--- config.mk ---
export PLATFORM = sky130hd
export DESIGN_NAME = axi_addr_gen_2d
export DESIGN_NICKNAME = d
export VERILOG_FILES = /design/src/rtl/axi_addr_gen_2d.sv
export SDC_FILE = /design/constraint.sdc
export NUM_CORES = 1
export LEC_CHECK = 0
export CAP_MARGIN = 20
export CELL_PAD_IN_SITES_DETAIL_PLACEMENT = 0
export CELL_PAD_IN_SITES_GLOBAL_PLACEMENT = 1
export CORE_MARGIN = 4
export CORE_UTILIZATION = 48
export CTS_BUF_LIST = sky130_fd_sc_hd__clkbuf_4 sky130_fd_sc_hd__clkbuf_8
export DETAILED_ROUTE_END_ITERATION = 8
export GPL_ROUTABILITY_DRIVEN = 0
export MAX_ROUTING_LAYER = met4
export PLACE_DENSITY_LB_ADDON = 0.05
export SETUP_SLACK_MARGIN = 0.2
export SYNTH_ARGS = -nofsm -noshare
export SYNTH_HDL_FRONTEND = slang
export SYNTH_SLANG_ARGS = --single-unit
--- constraint.sdc ---
create_clock -name clk -period 11.65 [get_ports clk]
set_input_delay 1.7475 -clock clk [delete_from_list [all_inputs] [get_ports clk]]
set_output_delay 1.7475 -clock clk [all_outputs]
set_load 0.005 [all_outputs]
--- src/rtl/axi_addr_gen_2d.sv ---
// Purpose : splits a 2-D transfer (num_rows x row_bytes, rows stride_bytes apart) into AXI INCR
//           burst requests of at most MAX_BURST beats for the AR/AW channel master.
// Latency : first request valid 1 cycle after start; one burst per cycle while ready; done 1 cycle after last fire.
// Backpr. : req_* are registered and held stable while req_valid & !req_ready.
//
// Ports:
//   clk, rstn                          clock, async active-low reset
//   start, base_addr, row_bytes,       command strobe and shape (sampled only when idle);
//   num_rows, stride_bytes             stride_bytes==0 means rows are contiguous
//   req_valid/req_ready                burst request handshake
//   req_addr, req_len                  burst start byte address, AXI LEN (beats-1)
//   req_row_last, req_last             burst ends a row / ends the whole command
//   busy, done, err                    not idle; completion pulse; reject pulse (with done)
//
// Build option: define AXI_AGEN_4K_SPLIT_EN to also split bursts at 4 KB page boundaries.
module axi_addr_gen_2d #(
  parameter int ADDR_W    = 32,
  parameter int DATA_W    = 32,
  parameter int MAX_BURST = 16,
  parameter int ROW_W     = 16
) (
  input  logic              clk,
  input  logic              rstn,
  input  logic              start,
  input  logic [ADDR_W-1:0] base_addr,
  input  logic [31:0]       row_bytes,
  input  logic [ROW_W-1:0]  num_rows,
  input  logic [31:0]       stride_bytes,
  output logic              req_valid,
  input  logic              req_ready,
  output logic [ADDR_W-1:0] req_addr,
  output logic [7:0]        req_len,
  output logic              req_row_last,
  output logic              req_last,
  output logic              busy,
  output logic              done,
  output logic              err
);

  localparam int          BEAT_BYTES = DATA_W / 8;
  localparam int          SHIFT      = $clog2(BEAT_BYTES);
  localparam logic [31:0] MAX_B      = 32'(MAX_BURST);

  typedef enum logic [1:0] {S_IDLE, S_EMIT, S_DONE} state_e;

  state_e              state_q, state_d;
  // Cursor: position of the next burst to be presented after the current one.
  logic [ADDR_W-1:0]   cur_addr_q, cur_addr_d;
  logic [ADDR_W-1:0]   row_base_q, row_base_d;
  logic [31:0]         rem_q, rem_d;            // beats left in the cursor's row
  logic [ROW_W-1:0]    rows_q, rows_d;          // rows left, including the cursor's row
  logic [31:0]         pitch_q, pitch_d;
  logic [31:0]         row_beats_q, row_beats_d;
  logic                req_valid_q, req_valid_d;
  logic [ADDR_W-1:0]   req_addr_q, req_addr_d;
  logic [7:0]          req_len_q, req_len_d;
  logic                req_row_last_q, req_row_last_d;
  logic                req_last_q, req_last_d;
  logic                done_q, done_d;
  logic                err_q, err_d;

  // When idle the burst calculator looks straight at the command inputs, so the
  // first burst is registered on the start edge; otherwise it looks at the cursor.
  logic                idle;
  logic [ADDR_W-1:0]   src_addr, src_base, next_addr, next_base;
  logic [31:0]         src_rem, src_pitch, src_row_beats, beats;
  logic [ROW_W-1:0]    src_rows;
  logic                row_last, last, misalign, empty, fire, load;
`ifdef AXI_AGEN_4K_SPLIT_EN
  logic [31:0]         page_beats;
`endif

  always_comb begin
    idle          = (state_q == S_IDLE);
    src_addr      = idle ? base_addr : cur_addr_q;
    src_base      = idle ? base_addr : row_base_q;
    src_rem       = idle ? (row_bytes >> SHIFT) : rem_q;
    src_rows      = idle ? num_rows : rows_q;
    src_pitch     = idle ? ((stride_bytes != 32'd0) ? stride_bytes : row_bytes) : pitch_q;
    src_row_beats = idle ? (row_bytes >> SHIFT) : row_beats_q;

    beats = (src_rem < MAX_B) ? src_rem : MAX_B;
`ifdef AXI_AGEN_4K_SPLIT_EN
    // Aligned addresses always leave at least one beat before the page end.
    page_beats = 32'((13'h1000 - {1'b0, src_addr[11:0]}) >> SHIFT);
    if (page_beats < beats) beats = page_beats;
`endif
    row_last  = (beats == src_rem);
    last      = row_last && (src_rows == ROW_W'(1));
    next_addr = src_addr + ADDR_W'(beats << SHIFT);
    next_base = src_base + ADDR_W'(src_pitch);

    misalign = (|base_addr[SHIFT-1:0]) || (|row_bytes[SHIFT-1:0]);
    empty    = (row_bytes == 32'd0) || (num_rows == '0);
    fire     = req_valid_q && req_ready;
  end

  always_comb begin
    state_d        = state_q;
    cur_addr_d     = cur_addr_q;
    row_base_d     = row_base_q;
    rem_d          = rem_q;
    rows_d         = rows_q;
    pitch_d        = pitch_q;
    row_beats_d    = row_beats_q;
    req_valid_d    = req_valid_q;
    req_addr_d     = req_addr_q;
    req_len_d      = req_len_q;
    req_row_last_d = req_row_last_q;
    req_last_d     = req_last_q;
    done_d         = 1'b0;
    err_d          = 1'b0;
    load           = 1'b0;

    case (state_q)
      S_IDLE: begin
        if (start) begin
          if (misalign || empty) begin
            state_d = S_DONE;
            done_d  = 1'b1;
            err_d   = misalign;
          end else begin
            state_d     = S_EMIT;
            pitch_d     = src_pitch;
            row_beats_d = src_row_beats;
            load        = 1'b1;
          end
        end
      end
      S_EMIT: begin
        if (fire) begin
          if (req_last_q) begin
            state_d        = S_DONE;
            done_d         = 1'b1;
            req_valid_d    = 1'b0;
            req_addr_d     = '0;
            req_len_d      = '0;
            req_row_last_d = 1'b0;
            req_last_d     = 1'b0;
          end else begin
            load = 1'b1;
          end
        end
      end
      S_DONE:  state_d = S_IDLE;
      default: state_d = S_IDLE;
    endcase

    if (load) begin
      req_valid_d    = 1'b1;
      req_addr_d     = src_addr;
      req_len_d      = 8'(beats - 32'd1);
      req_row_last_d = row_last;
      req_last_d     = last;
      if (row_last) begin
        row_base_d = next_base;
        cur_addr_d = next_base;
        rem_d      = src_row_beats;
        rows_d     = src_rows - ROW_W'(1);
      end else begin
        row_base_d = src_base;
        cur_addr_d = next_addr;
        rem_d      = src_rem - beats;
        rows_d     = src_rows;
      end
    end
  end

  always_ff @(posedge clk or negedge rstn) begin
    if (!rstn) begin
      state_q        <= S_IDLE;
      cur_addr_q     <= '0;
      row_base_q     <= '0;
      rem_q          <= '0;
      rows_q         <= '0;
      pitch_q        <= '0;
      row_beats_q    <= '0;
      req_valid_q    <= 1'b0;
      req_addr_q     <= '0;
      req_len_q      <= '0;
      req_row_last_q <= 1'b0;
      req_last_q     <= 1'b0;
      done_q         <= 1'b0;
      err_q          <= 1'b0;
    end else begin
      state_q        <= state_d;
      cur_addr_q     <= cur_addr_d;
      row_base_q     <= row_base_d;
      rem_q          <= rem_d;
      rows_q         <= rows_d;
      pitch_q        <= pitch_d;
      row_beats_q    <= row_beats_d;
      req_valid_q    <= req_valid_d;
      req_addr_q     <= req_addr_d;
      req_len_q      <= req_len_d;
      req_row_last_q <= req_row_last_d;
      req_last_q     <= req_last_d;
      done_q         <= done_d;
      err_q          <= err_d;
    end
  end

  assign req_valid    = req_valid_q;
  assign req_addr     = req_addr_q;
  assign req_len      = req_len_q;
  assign req_row_last = req_row_last_q;
  assign req_last     = req_last_q;
  assign busy         = (state_q != S_IDLE);
  assign done         = done_q;
  assign err          = err_q;

endmodule

==> flow_metrics.tcl, run 1 <==
set metrics [dict create \
    ctsRootBufferMaster "clkbuf_8" \
    synth-edff-count 0 \
    cts.path.max_buffers 3 \
    grt_overflow 0 \
    syn-instance-count 2014 \
    drv_slew 0 \
    ys_seq_area_share_pct 35.2 \
    rows 66 \
    setup_viol 0 \
    worst_ep_arrival_time_ns 6.73 \
    holdWs_ns 0.474 \
    cp_max_fo 8 \
    cts_hold_buf 0 \
    synthArstFlopShare_pct 100 \
    chipHeight_um 190 \
    hold_viol 0 \
    boundaryPins 162 \
    path_clk_slew_ns 0.06 \
    timing.rr.start "state_q[0]" \
    drv_cap 0 \
    core_um2 32500 \
    synth_largest_area_cell "dfrtp_1" \
    hold_class "reg -> reg" \
    peakVddDrop_mv 0.115 \
    synth_area_leaders "dfrtp_1 (35%), nand2_1 (9.8%), a21oi_1 (7.1%), ha_1 (4.7%), nor2_1 (4.0%)" \
    rsz0062_at_grt "no" \
    numCtsBuffers 45 \
    end_kind "flop" \
    p_total_mw 1.75 \
    syn_area_um2 15800 \
    drt-total-wl_um 53900 \
    fin_crit_sh_pct 54.5 \
    h-tree-depth 2 \
    start_kind "input port" \
    clk_latency_ns 0.58 \
    drt_iter0_markers 1331 \
    path_class "in -> reg" \
    synth_area_per_cell_um2 7.87 \
    avgViaCountPerCell 6.10 \
    cts_resized 0 \
    yosysTopAreaCellShare_pct 35.2 \
    fin_cells 2618 \
    grt_max_degree 174 \
    rr_worst_depth 20 \
    fin_crit_ns 6.35 \
    slew_headroom_pct 25.2 \
    crit_path_start "row_bytes[17]" \
    critPathCapture "cur_addr_q[24]" \
    fp.dieArea_um2 36000 \
    grt_pass1_vias 15066 \
    antenna_found_initial 3 \
    grt_usage_pct 30.1 \
    cts.sinks 223 \
    dp_hpwl_um 37200 \
    finish.utilization_pct 57.6 \
    yosysMostFrequentCell "nand2_1" \
    power_density_nw_per_um2 93.3 \
    synthToLayoutAreaGrowth_pct 18.4 \
    yosysUniqueCellTypes 87 \
    drive_above_1_share_pct 7.87 \
    fin_tns_setup_ns 0 \
    post_cts_buffers 0 \
    drc 0 \
    required_ns 12.03 \
    dr_total_vias 15979 \
    ys_top_cells_by_count "nand2_1 (414), a21oi_1 (224), dfrtp_1 (223)" \
    dp_cells 2536 \
    postRouteAntennaNets 0 \
    cts_tree "done" \
    finalClockSkew_ns 0.0288 \
    fp.dieW_um 190 \
    io_buffers 161 \
    avgRoutedWirePerCell_um 20.6 \
    p_leak_nw 8.93 \
    fin_nets 2319 \
    initial_core_util_pct 48.7 \
    r2r_setup_slack_ns 6.00 \
    worst_pin_slew_ns 1.11 \
    status "complete, no violations" \
    grt_pass1_wl_um 85000 \
    yosysWarnings 0 \
    synth_ff_type "dfrtp_1" \
    ys_ff_latch 223 \
    fmax_mhz 157 \
    drtPass1Iterations 5 \
    r2r_end "cur_addr_q[24]" \
    fill_cells 3064 \
]
## worst max-delay path: stages
cell and delay (ns):
clkdlybuf4s50_1 0.61, nor2_1 0.30, o21ai_1 0.16, nor4_4 0.42, nand4_1 0.23, buf_4 0.25
a21oi_1 0.32, ha_1 0.29, inv_1 0.07, fa_1 0.41, nor2b_1 0.13, o21a_1 0.15
o311a_1 0.24, o221a_2 0.23, o31ai_2 0.13, o211ai_2 0.42, nor4b_1 0.10, o31ai_1 0.38
a31oi_1 0.13
## state kept, by name, summed over array words and instances (netlist names)
name          count
req_addr         32
pitch_q          32
req_last          1
rows_q           16
state_q           2
req_valid         1
err               1
row_base_q       32
row_beats_q      32
done              1
req_row_last      1
req_len           8
rem_q            32
cur_addr_q       32
## layout make-up
type | instances | area [µm²] | area share, %
Antenna cell | 3 | 7.51 | 0.0400
Multi-Input combinational cell | 1668 | 9780 | 52.1
Clock inverter | 7 | 38.8 | 0.207
Timing Repair Buffer | 179 | 1780 | 9.48
Inverter | 24 | 95.1 | 0.507
Sequential cell | 223 | 5580 | 29.8
Tap cell | 442 | 553 | 2.95
Clock buffer | 72 | 922 | 4.92
## through the flow
step                setup slack (ns)  cell area, µm²
floorplan                       6.14           15900
global placement                4.86           17800
detailed placement              4.87           17800
CTS                             5.44           18700
global route                    5.08           18700
finish                          5.30           18700
## cell usage in the layout (no fill, tap or decap), types with 32 or more instances in the layout
| cell | n |
|---|---|
| nand2_1 | 413 |
| a21oi_1 | 224 |
| dfrtp_1 | 223 |
| nor2_1 | 168 |
| clkdlybuf4s50_1 | 160 |
| o21ai_0 | 115 |
| a31oi_1 | 64 |
| clkbuf_8 | 61 |
| ha_1 | 60 |
| nand3_1 | 44 |
| a21o_1 | 40 |
| nor3_1 | 37 |
| mux2_2 | 33 |
| xnor2_1 | 32 |
## routing by layer
layer	part of all wire (%)	global-route usage, %
met4	3.8	11.0
met1	44	41.2
met3	6.9	4.29
met2	45	45.8
met5	0	-
## logic make-up after synthesis
family,Yosys count,synth area share [%]
compound gates,652,25.9
xor+xnor,58,3.21
fa+ha+maj,63,5.06
buf+inv,144,3.76
flops,223,35.2
mux,56,3.80
other cells,1,0.0237
simple gates,817,23.1
## power by group
part	leakage, nW	internal (mW)	switching [mW]
logic	5.33	0.0469	0.0618
clock network	0.517	0.500	0.367
registers	3.09	0.775	0
total	8.93	1.32	0.428
## worst min path at each step
stage               startpoint               to  slack [ns]  cells after the start
4_1_cts        row_beats_q[20]  row_beats_q[20]        0.48                      2
5_1_grt        row_beats_q[18]  row_beats_q[18]        0.50                      2
3_5_place_dp   row_beats_q[29]  row_beats_q[29]        0.46                      2
2_1_floorplan  row_beats_q[14]  row_beats_q[14]        0.44                      2
6_report       row_beats_q[14]  row_beats_q[14]        0.47                      2
3_3_place_gp   row_beats_q[14]  row_beats_q[14]        0.45                      2
Power figures use the tool's default switching activity.
==> run 2: changes to the inputs <==
--- a/config.mk
+++ b/config.mk
@@ -9,7 +9,7 @@
 export CELL_PAD_IN_SITES_DETAIL_PLACEMENT = 0
 export CELL_PAD_IN_SITES_GLOBAL_PLACEMENT = 1
 export CORE_MARGIN = 4
-export CORE_UTILIZATION = 48
+export CORE_UTILIZATION = 44
 export CTS_BUF_LIST = sky130_fd_sc_hd__clkbuf_4 sky130_fd_sc_hd__clkbuf_8
 export DETAILED_ROUTE_END_ITERATION = 8
 export GPL_ROUTABILITY_DRIVEN = 0
==> constraint.sdc (replaced) <==
create_clock -name clk -period 6.5 [get_ports clk]
set_input_delay 0.975 -clock clk [delete_from_list [all_inputs] [get_ports clk]]
set_output_delay 0.975 -clock clk [all_outputs]
set_load 0.005 [all_outputs]
==> flow_metrics.tcl, run 2 (synthesis gave the netlist of run 1 again) <==
set metrics [dict create \
    cp_max_fo 31 \
    chipHeight_um 198 \
    fin_nets 2335 \
    p_int_mw 2.34 \
    power_frac_seq_pct 44.6 \
    slowest_delay_ns 0.58 \
    antenna_found_initial 0 \
    switching_share_pct 25.0 \
    fill_cells 3482 \
    fin_cells 2651 \
    grt_overflow 0 \
    drt_iter0_markers 1121 \
    status "complete, no violations" \
    hold_class "in -> async" \
    finish.utilization_pct 53.0 \
    final_cell_mix "nand2_1 (413), a21oi_1 (224), dfrtp_1 (223), nor2_1 (168), clkdlybuf4s50_1 (160)" \
    p_leak_nw 9.00 \
    grt_pass1_wl_um 88100 \
    worst_pin_slew_ns 1.04 \
    grt_max_degree 145 \
    design_area_um2 18900 \
    slew_headroom_pct 29.8 \
    h-tree-depth 2 \
    cts_tree "done" \
    grt_pass1_vias 15451 \
    setup_viol 0 \
    fin_ws_ns 1.06 \
    io_buffers 161 \
    cp_slowest_cell "clkdlybuf4s50_1" \
    peakVddDrop_mv 0.151 \
    core_um2 35600 \
    fin_crit_ns 5.44 \
    initial_core_util_pct 44.5 \
    critical_path.most_common_cell "a21oi_1" \
    antenna_cells 0 \
    fp.dieW_um 198 \
    final_common_cell "nand2_1" \
    path_cells "clkdlybuf4s50_1, nor4_1, nand4_1, nor2_2, buf_4, a21oi_1, o21ai_0, ha_1, a21oi_1, a21boi_0, o21ai_0, nand2_1, a21oi_1, a21oi_1, or4_1, a31oi_1, o221ai_1" \
    power_density_nw_per_um2 165 \
    dp_cells 2571 \
    fin_crit_sh_pct 83.8 \
    synthToLayoutAreaGrowth_pct 19.1 \
    avgRoutedWirePerCell_um 20.9 \
    cts.sinks 223 \
    drive_above_1_share_pct 8.58 \
    start_kind "input port" \
    required_ns 6.93 \
    dp_slack_ns 0.662 \
    drc 0 \
    ctsRootBufferMaster "clkbuf_8" \
    drtPass1Iterations 5 \
    cp_top_family "compound AO/OA/AOI/OAI gates" \
    placed_cell_area_um2 17900 \
    drv_slew 0 \
    worst_ep_arrival_time_ns 5.88 \
    clkPwrFrac_pct 49.1 \
    post_cts_buffers 0 \
    finalClockSkew_ns 0.0397 \
    fmax_mhz 184 \
    drv_cap 0 \
    cts.path.max_buffers 3 \
    end_kind "flop" \
    cts_hold_buf 0 \
    grt_usage_pct 28.8 \
    boundaryPins 162 \
    path_clk_slew_ns 0.06 \
    comb_power_share_pct 6.3 \
    numCtsBuffers 44 \
    dp_hpwl_um 39400 \
    fp.dieArea_um2 39100 \
    rsz0062_at_grt "no" \
    drt-total-wl_um 55500 \
    dr_total_vias 15922 \
    rows 69 \
    cts_resized 0 \
    clk_latency_ns 0.60 \
    postRouteAntennaNets 0 \
    p_sw_uw 778 \
    fin_tns_setup_ns 0 \
    hold_viol 0 \
    crit_buf_inv 2 \
    path_class "in -> reg" \
    avgViaCountPerCell 6.01 \
]
run 2: cell types whose count changed in the layout (fill, tap and decap cells not counted), sizes merged:
cell    previous run  this run
inv               25        26
clkinv             6         7
diode              3         0
buf               19        36
clkbuf            72        70
run 2: cell type report:
class                           instances  area, µm²  area share (%)
Clock buffer                           70        882            4.67
Tap cell                              461        577            3.06
Clock inverter                          9       57.6           0.305
Multi-Input combinational cell       1668       9780            51.8
Inverter                               24       95.1           0.504
Timing Repair Buffer                  196       1900            10.1
Sequential cell                       223       5580            29.6
run 2: power by group through the flow:
stage	Sequential [mW]	Clock (mW)	Combinational [mW]
after floorplan	1.41	0	0.0437
after global placement	1.41	0	0.195
after detailed placement	1.41	0	0.196
after CTS	1.39	1.56	0.196
after global routing	1.39	1.63	0.211
final	1.39	1.53	0.196
run 2: path summary, 6_finish.rpt:
check	from	endpoint	slack [ns]	depth (start not counted)
max reg2reg	state_q[0]	cur_addr_q[31]	1.44	17
min in group clk	row_beats_q[16]	row_beats_q[16]	0.48	2
max	stride_bytes[2]	cur_addr_q[27]	1.06	17
max in group asynchronous	rstn	rem_q[10]	4.69	2
min reg2reg	row_beats_q[16]	row_beats_q[16]	0.48	2
min	rstn	rows_q[12]	0.43	1
run 2: worst reg2reg max path, stage by stage (launching register included):
cell and delay, ns:
dfrtp_1 0.42, buf_4 0.27, o22ai_1 0.24, o21ai_1 0.24, a2111oi_4 0.48, nand4_1 0.24, buf_4 0.22, nor2_1 0.26
ha_1 0.34, o21ai_0 0.25, o21bai_1 0.16, o211ai_1 0.34, nor2_1 0.09, a21oi_1 0.47, a31oi_1 0.31, a21o_1 0.28
a211oi_1 0.21, o21ai_1 0.09
run 2: per-stage QoR:
step                      total power, mW  hold slack [ns]
after detailed placement             1.61            0.462
final                                3.12            0.430
after global routing                 3.23            0.493
after CTS                            3.15            0.476
after floorplan                      1.46            0.440
after global placement               1.61            0.459
run 2: routing by layer:
| metal | global-route usage [%] | up-vias | wire length (µm) |
|---|---|---|---|
| li1 | - | 7575 | - |
| met1 | 40.8 | 7664 | 25500 |
| met2 | 44.1 | 587 | 25100 |
| met3 | 3.51 | 96 | 3520 |
| met4 | 7.73 | 0 | 1370 |
| met5 | - | - | 0 |
